### src/rtl/mcp3008_sampler.sv
// Free-running SPI master for the MCP3008 ADC: one 17-SCLK frame per sample period,
// result presented on sample_data with a single-cycle sample_valid strobe.
module mcp3008_sampler #(
    parameter int CLK_DIV        = 27,
    parameter int CS_HIGH_CYCLES = 8,
    parameter int SAMPLE_PERIOD  = 2700
) (
    input  logic       clk,
    input  logic       rst_n,
    input  logic       enable,
    input  logic [2:0] channel,
    input  logic       single_ended,
    output logic       AD_CLK,
    output logic       CS,
    output logic       DIN,
    input  logic       DOUT,
    output logic [9:0] sample_data,
    output logic       sample_valid,
    output logic       null_err,
    output logic       busy
);

    localparam int DIV_W = (CLK_DIV > 1)        ? $clog2(CLK_DIV)        : 1;
    localparam int CSH_W = (CS_HIGH_CYCLES > 1) ? $clog2(CS_HIGH_CYCLES) : 1;
    localparam int PER_W = (SAMPLE_PERIOD > 1)  ? $clog2(SAMPLE_PERIOD)  : 1;

    localparam logic [DIV_W-1:0] DIV_LAST = DIV_W'(CLK_DIV - 1);
    localparam logic [CSH_W-1:0] CSH_LAST = CSH_W'(CS_HIGH_CYCLES - 1);
    localparam logic [PER_W-1:0] PER_LAST = PER_W'(SAMPLE_PERIOD - 1);

    typedef enum logic [1:0] {
        IDLE,
        SHIFT,
        CSHIGH,
        WAIT
    } state_t;

    state_t           state;
    logic [DIV_W-1:0] div_cnt;
    logic [5:0]       tog_cnt;
    logic [CSH_W-1:0] cs_cnt;
    logic [PER_W-1:0] period_cnt;
    logic [3:0]       cmd_sr;
    logic [9:0]       shadow;
    logic             period_done;
    logic             cs_done;
    logic             start_frame;

    assign period_done = (period_cnt == PER_LAST);
    assign cs_done     = (cs_cnt == CSH_LAST);

    // A frame can be launched from three states; decode it once so the
    // start actions live in a single place below.
    always_comb begin
        start_frame = 1'b0;
        case (state)
            IDLE:    start_frame = enable;
            CSHIGH:  start_frame = cs_done && enable && period_done;
            WAIT:    start_frame = enable && period_done;
            default: start_frame = 1'b0;
        endcase
    end

    always_ff @(posedge clk or negedge rst_n) begin
        if (!rst_n) begin
            state        <= IDLE;
            div_cnt      <= '0;
            tog_cnt      <= '0;
            cs_cnt       <= '0;
            period_cnt   <= '0;
            cmd_sr       <= '0;
            shadow       <= '0;
            AD_CLK       <= 1'b0;
            CS           <= 1'b1;
            DIN          <= 1'b0;
            sample_data  <= '0;
            sample_valid <= 1'b0;
            null_err     <= 1'b0;
            busy         <= 1'b0;
        end else begin
            sample_valid <= 1'b0;

            // Period timer is measured from frame start and parks at its last count.
            if (start_frame)
                period_cnt <= '0;
            else if (!period_done)
                period_cnt <= period_cnt + PER_W'(1);

            if (start_frame) begin
                state   <= SHIFT;
                CS      <= 1'b0;
                busy    <= 1'b1;
                DIN     <= 1'b1;
                cmd_sr  <= {single_ended, channel};
                div_cnt <= '0;
                tog_cnt <= '0;
                AD_CLK  <= 1'b0;
            end else begin
                case (state)
                    SHIFT: begin
                        if (div_cnt == DIV_LAST) begin
                            div_cnt <= '0;
                            if (!AD_CLK) begin
                                // Rising edge k sees tog_cnt = 2(k-1): edge 7 is the null bit, 8..17 carry B9..B0.
                                AD_CLK  <= 1'b1;
                                tog_cnt <= tog_cnt + 6'd1;
                                if (tog_cnt == 6'd12 && DOUT)
                                    null_err <= 1'b1;
                                if (tog_cnt >= 6'd14)
                                    shadow <= {shadow[8:0], DOUT};
                            end else if (tog_cnt == 6'd33) begin
                                AD_CLK       <= 1'b0;
                                CS           <= 1'b1;
                                busy         <= 1'b0;
                                DIN          <= 1'b0;
                                sample_data  <= shadow;
                                sample_valid <= 1'b1;
                                tog_cnt      <= '0;
                                cs_cnt       <= '0;
                                state        <= CSHIGH;
                            end else begin
                                AD_CLK  <= 1'b0;
                                tog_cnt <= tog_cnt + 6'd1;
                                DIN     <= cmd_sr[3];
                                cmd_sr  <= {cmd_sr[2:0], 1'b0};
                            end
                        end else begin
                            div_cnt <= div_cnt + DIV_W'(1);
                        end
                    end
                    CSHIGH: begin
                        if (cs_done) begin
                            if (!enable)
                                state <= IDLE;
                            else
                                state <= WAIT;
                        end else begin
                            cs_cnt <= cs_cnt + CSH_W'(1);
                        end
                    end
                    WAIT: begin
                        if (!enable)
                            state <= IDLE;
                    end
                    default: state <= IDLE;
                endcase
            end
        end
    end

endmodule

### config.mk
export PLATFORM = sky130hd
export DESIGN_NAME = mcp3008_sampler
export DESIGN_NICKNAME = d
export VERILOG_FILES = /design/src/rtl/mcp3008_sampler.sv
export SDC_FILE = /design/constraint.sdc
export NUM_CORES = 1
export LEC_CHECK = 0
export ABC_AREA = 1
export CORE_MARGIN = 2
export CORE_UTILIZATION = 57
export CTS_CLUSTER_SIZE = 14
export DETAILED_ROUTE_END_ITERATION = 10
export DONT_BUFFER_PORTS = 1
export PLACE_DENSITY = 0.75
export SYNTH_ARGS = -nofsm -noshare
export SYNTH_HDL_FRONTEND = slang
export SYNTH_SLANG_ARGS = --single-unit
### constraint.sdc
create_clock -name clk -period 1.5 [get_ports clk]
set_clock_uncertainty 0.05 [all_clocks]
set_input_delay 0.45 -clock clk [delete_from_list [all_inputs] [get_ports clk]]
set_output_delay 0.45 -clock clk [all_outputs]
set_load 0.1 [all_outputs]
==> metrics.md <==
| Metric | Value |
|---|---|
| Global route total overflow | `0` |
| DR vias/cell | `6.83` |
| Hold WC Path Type | `in2async` |
| Area Growth Syn to Fin | `66.1%` |
| Initial Util | `between 50% and 60%` |
| Routed wl met3 | `1.98 mm` |
| Syn_nets | `371` |
| Mapped Cells | `350` |
| Number of global-route vias before repair | `between 3,000 and 4,000` |
| # placed instances | `between 400 and 500` |
| Synthesized area | `2970 sq um` |
| Path depth of the worst reg2reg path | `9` |
| Crit Path Max Fanout | `6` |
| Die area | `5810 sq um` |
| CP required | `1700 ps` |
| Routed len/inst | `28.5 um` |
| Min Tclk post-route | `approximately 2000 ps` |
| Max cap viols | `0` |
| Vias | `3,634` |
| # clock sinks | `58` |
| Layout Cells excl Fill | `~530` |
| Flip-flop and latch count after synthesis | `58` |
| Fin area | `4940 sq um` |
| Initial antenna violation count | `0` |
| EDFF count, synth | `0` |
| Most frequent cell after synthesis | `nand2_1` |
| Net count, final | `478` |
| Initial drt markers | `629` |
| Drt drc | `0` |
| Post-synth top area share | `48.0%` |
| Met1 wire length | `4.50 mm` |
| Drt first pass iters | `5` |
| IO Port Bufs | `0` |
| Post-Route WL | `15.2 mm` |
| Synth warnings | `0` |
| First-pass GRT wire length | `15.7 mm` |
| Largest net degree at the start of global routing | `59` |
| Sequential area share after synthesis | `around 50%` |
| Syn Area/Cell | `8.50 sq um` |
| Final setup slack of the worst path | `-458 ps` |
| Startpoint types | `register` |
| Finish-stage setup viols | `70` |
| Ys async rst share | `100%` |
| Distinct cells, synth | `34` |
| Post-DP HPWL | `between 4 and 5 mm` |
| Die W | `between 70 and 80 um` |
| Most frequent cells after synthesis | `nand2_1 (97), dfrtp_1 (57), inv_1 (43)` |
| TritonCTS clock tree | `built` |
| Site Rows | `26` |
| N_diodes | `0` |
| Skew-Pair Late Insertion Delay | `about 370 ps` |
| Root buf cell | `clkbuf_8` |
| Failing checks | `hold timing, setup timing` |
| WHS | `-285 ps` |
| Main flop type after synthesis | `dfrtp_1` |
| CTS H-tree depth | `3` |
| RSZ-0062 raised after global routing | `true` |
| Peak VDD IR | `around 1.6 mV` |
| IO Pins | `24` |
| Final Util | `97.4%` |
| CP startpoint | `period_cnt[6]$_DFFE_PN0P_` |
| GRT Util Overall | `about a third` |
| Top Metal Used | `met4` |
| Worst path arrival time | `2160 ps` |
| R2r startpoint | `period_cnt[6]$_DFFE_PN0P_` |
| DP Area | `3740 sq um` |
| Worst r2r dst | `cmd_sr[2]$_DFFE_PN0P_` |
| Detail Route Antenna Nets | `0` |
| Status | `finished, violations left` |
| Largest cells by area after synthesis | `dfrtp_1 (48%), nand2_1 (12%), ha_1 (5.5%), inv_1 (5.4%), nand3_1 (4.7%)` |
| Fin crit share | `131%` |
| WL met2 | `6.67 mm` |
| Gpl congestion | `0.875` |
| Slew Viols, Final | `0` |
| Clock transition at path regs | `about 80 ps` |
| Post-synth top area cell | `dfrtp_1` |
| Final hold vios | `58` |
| Max Clk Rate | `0.511 GHz` |
| Die Span Y | `~76 um` |
| Rel. slew slack | `between 70% and 80%` |
| P per Cell Area | `1390 nW/um^2` |
| Core Box Area | `5070 sq um` |
| Number of CTS-inserted buffers | `9` |
| P_leak | `0.00232 uW` |
| Slew @ Worst Pin | `386 ps` |
| Critical path capture point type | `register` |
| R2R Setup Slk | `-460 ps` |
| Layout cell share with drive strength beyond 1 | `a little over half` |
| Crit Path Category | `reg2reg` |
| Max clock buf depth | `2` |
cells by family (layout without fill, tap and decap cells):
group,Yosys count,after routing,share of synthesized area [%]
and+or+nand+nor,170,173,25.7
DFF,58,58,48.8
buffers and inverters,55,164,8.25
AOI/OAI and AO/OA,48,48,9.93
adders and majority gates,13,13,5.47
xor gates and xnor gates,6,6,1.77
sequential cells by signal (all words and copies together), names as in the netlist:
name,count
period_cnt,12
sample_data,10
shadow,10
tog_cnt,6
div_cnt,5
cmd_sr,4
cs_cnt,3
state,2
AD_CLK,1
CS,1
DIN,1
busy,1
null_err,1
sample_valid,1
cells in the final DEF (no fill, tap or decap), types with 16 or more instances in the layout:
master / instances
nand2_4: 16
o21ai_2: 16
nand3_2: 16
inv_1: 33
buf_4: 66
dfrtp_1: 51
nand2_1: 59
nand2_2: 24
buf_12: 17
routing by layer:
metal | vias to the layer above | GRT usage, %
met5 | - | 0
li1 | 1341 | -
met3 | 220 | 9.83
met2 | 426 | 59.3
met4 | 0 | 20.5
met1 | 1647 | 40.0
area by class of cell:
| type | count | area (sq um) |
|---|---|---|
| repair inverters | 4 | 42.5 |
| clock inverters | 6 | 105 |
| repair buffers | 98 | 1020 |
| inverters | 46 | 198 |
| well taps | 70 | 87.6 |
| clock buffers | 10 | 128 |
| multi-input cells | 240 | 1900 |
| fillers | 77 | 134 |
| flip-flops and latches | 58 | 1460 |
power breakdown:
part	internal, uW	switching [uW]
Sequential	1730	201
Combinational	1260	1810
Clock	1100	782
worst max-delay path, cell delays in order (launching register included):
cell	delay, ps
dfrtp_1	460
inv_1	240
nand2_1	150
nor2_4	150
nand3_4	110
nand2_8	140
buf_12	120
nand2_8	70
o21ai_1	220
nand2_1	120
timing repair:
action,CTS,global route
endpoints found under the hold margin,58,58
setup buffers,11,17
gates cloned,5,3
endpoints found under the setup margin,59,64
gates resized for setup,88,79
pin swaps,20,24
through the flow:
stage,setup TNS [ps],total power [uW],setup WS (ps)
after CTS,-7270,5540,-198
after global placement,-5540,3160,-147
after detailed placement,-8840,3220,-229
final,-19230,6880,-458
after global routing,-23180,6980,-610
after floorplan,-1970,2710,-96.4
worst max-delay path by stage:
stage / end / cells past startpoint / slack, ps
after global placement: cmd_sr[3]$_DFFE_PN0P_ / 10 / -150
after CTS: shadow[1]$_DFFE_PN0P_ / 10 / -200
after global routing: cmd_sr[2]$_DFFE_PN0P_ / 9 / -610
after floorplan: sample_data[0]$_DFFE_PN0P_ / 10 / -100
final: cmd_sr[2]$_DFFE_PN0P_ / 9 / -460
after detailed placement: period_cnt[2]$_DFFE_PN0P_ / 10 / -230
Note: power is estimated with default switching activity, not from simulation.
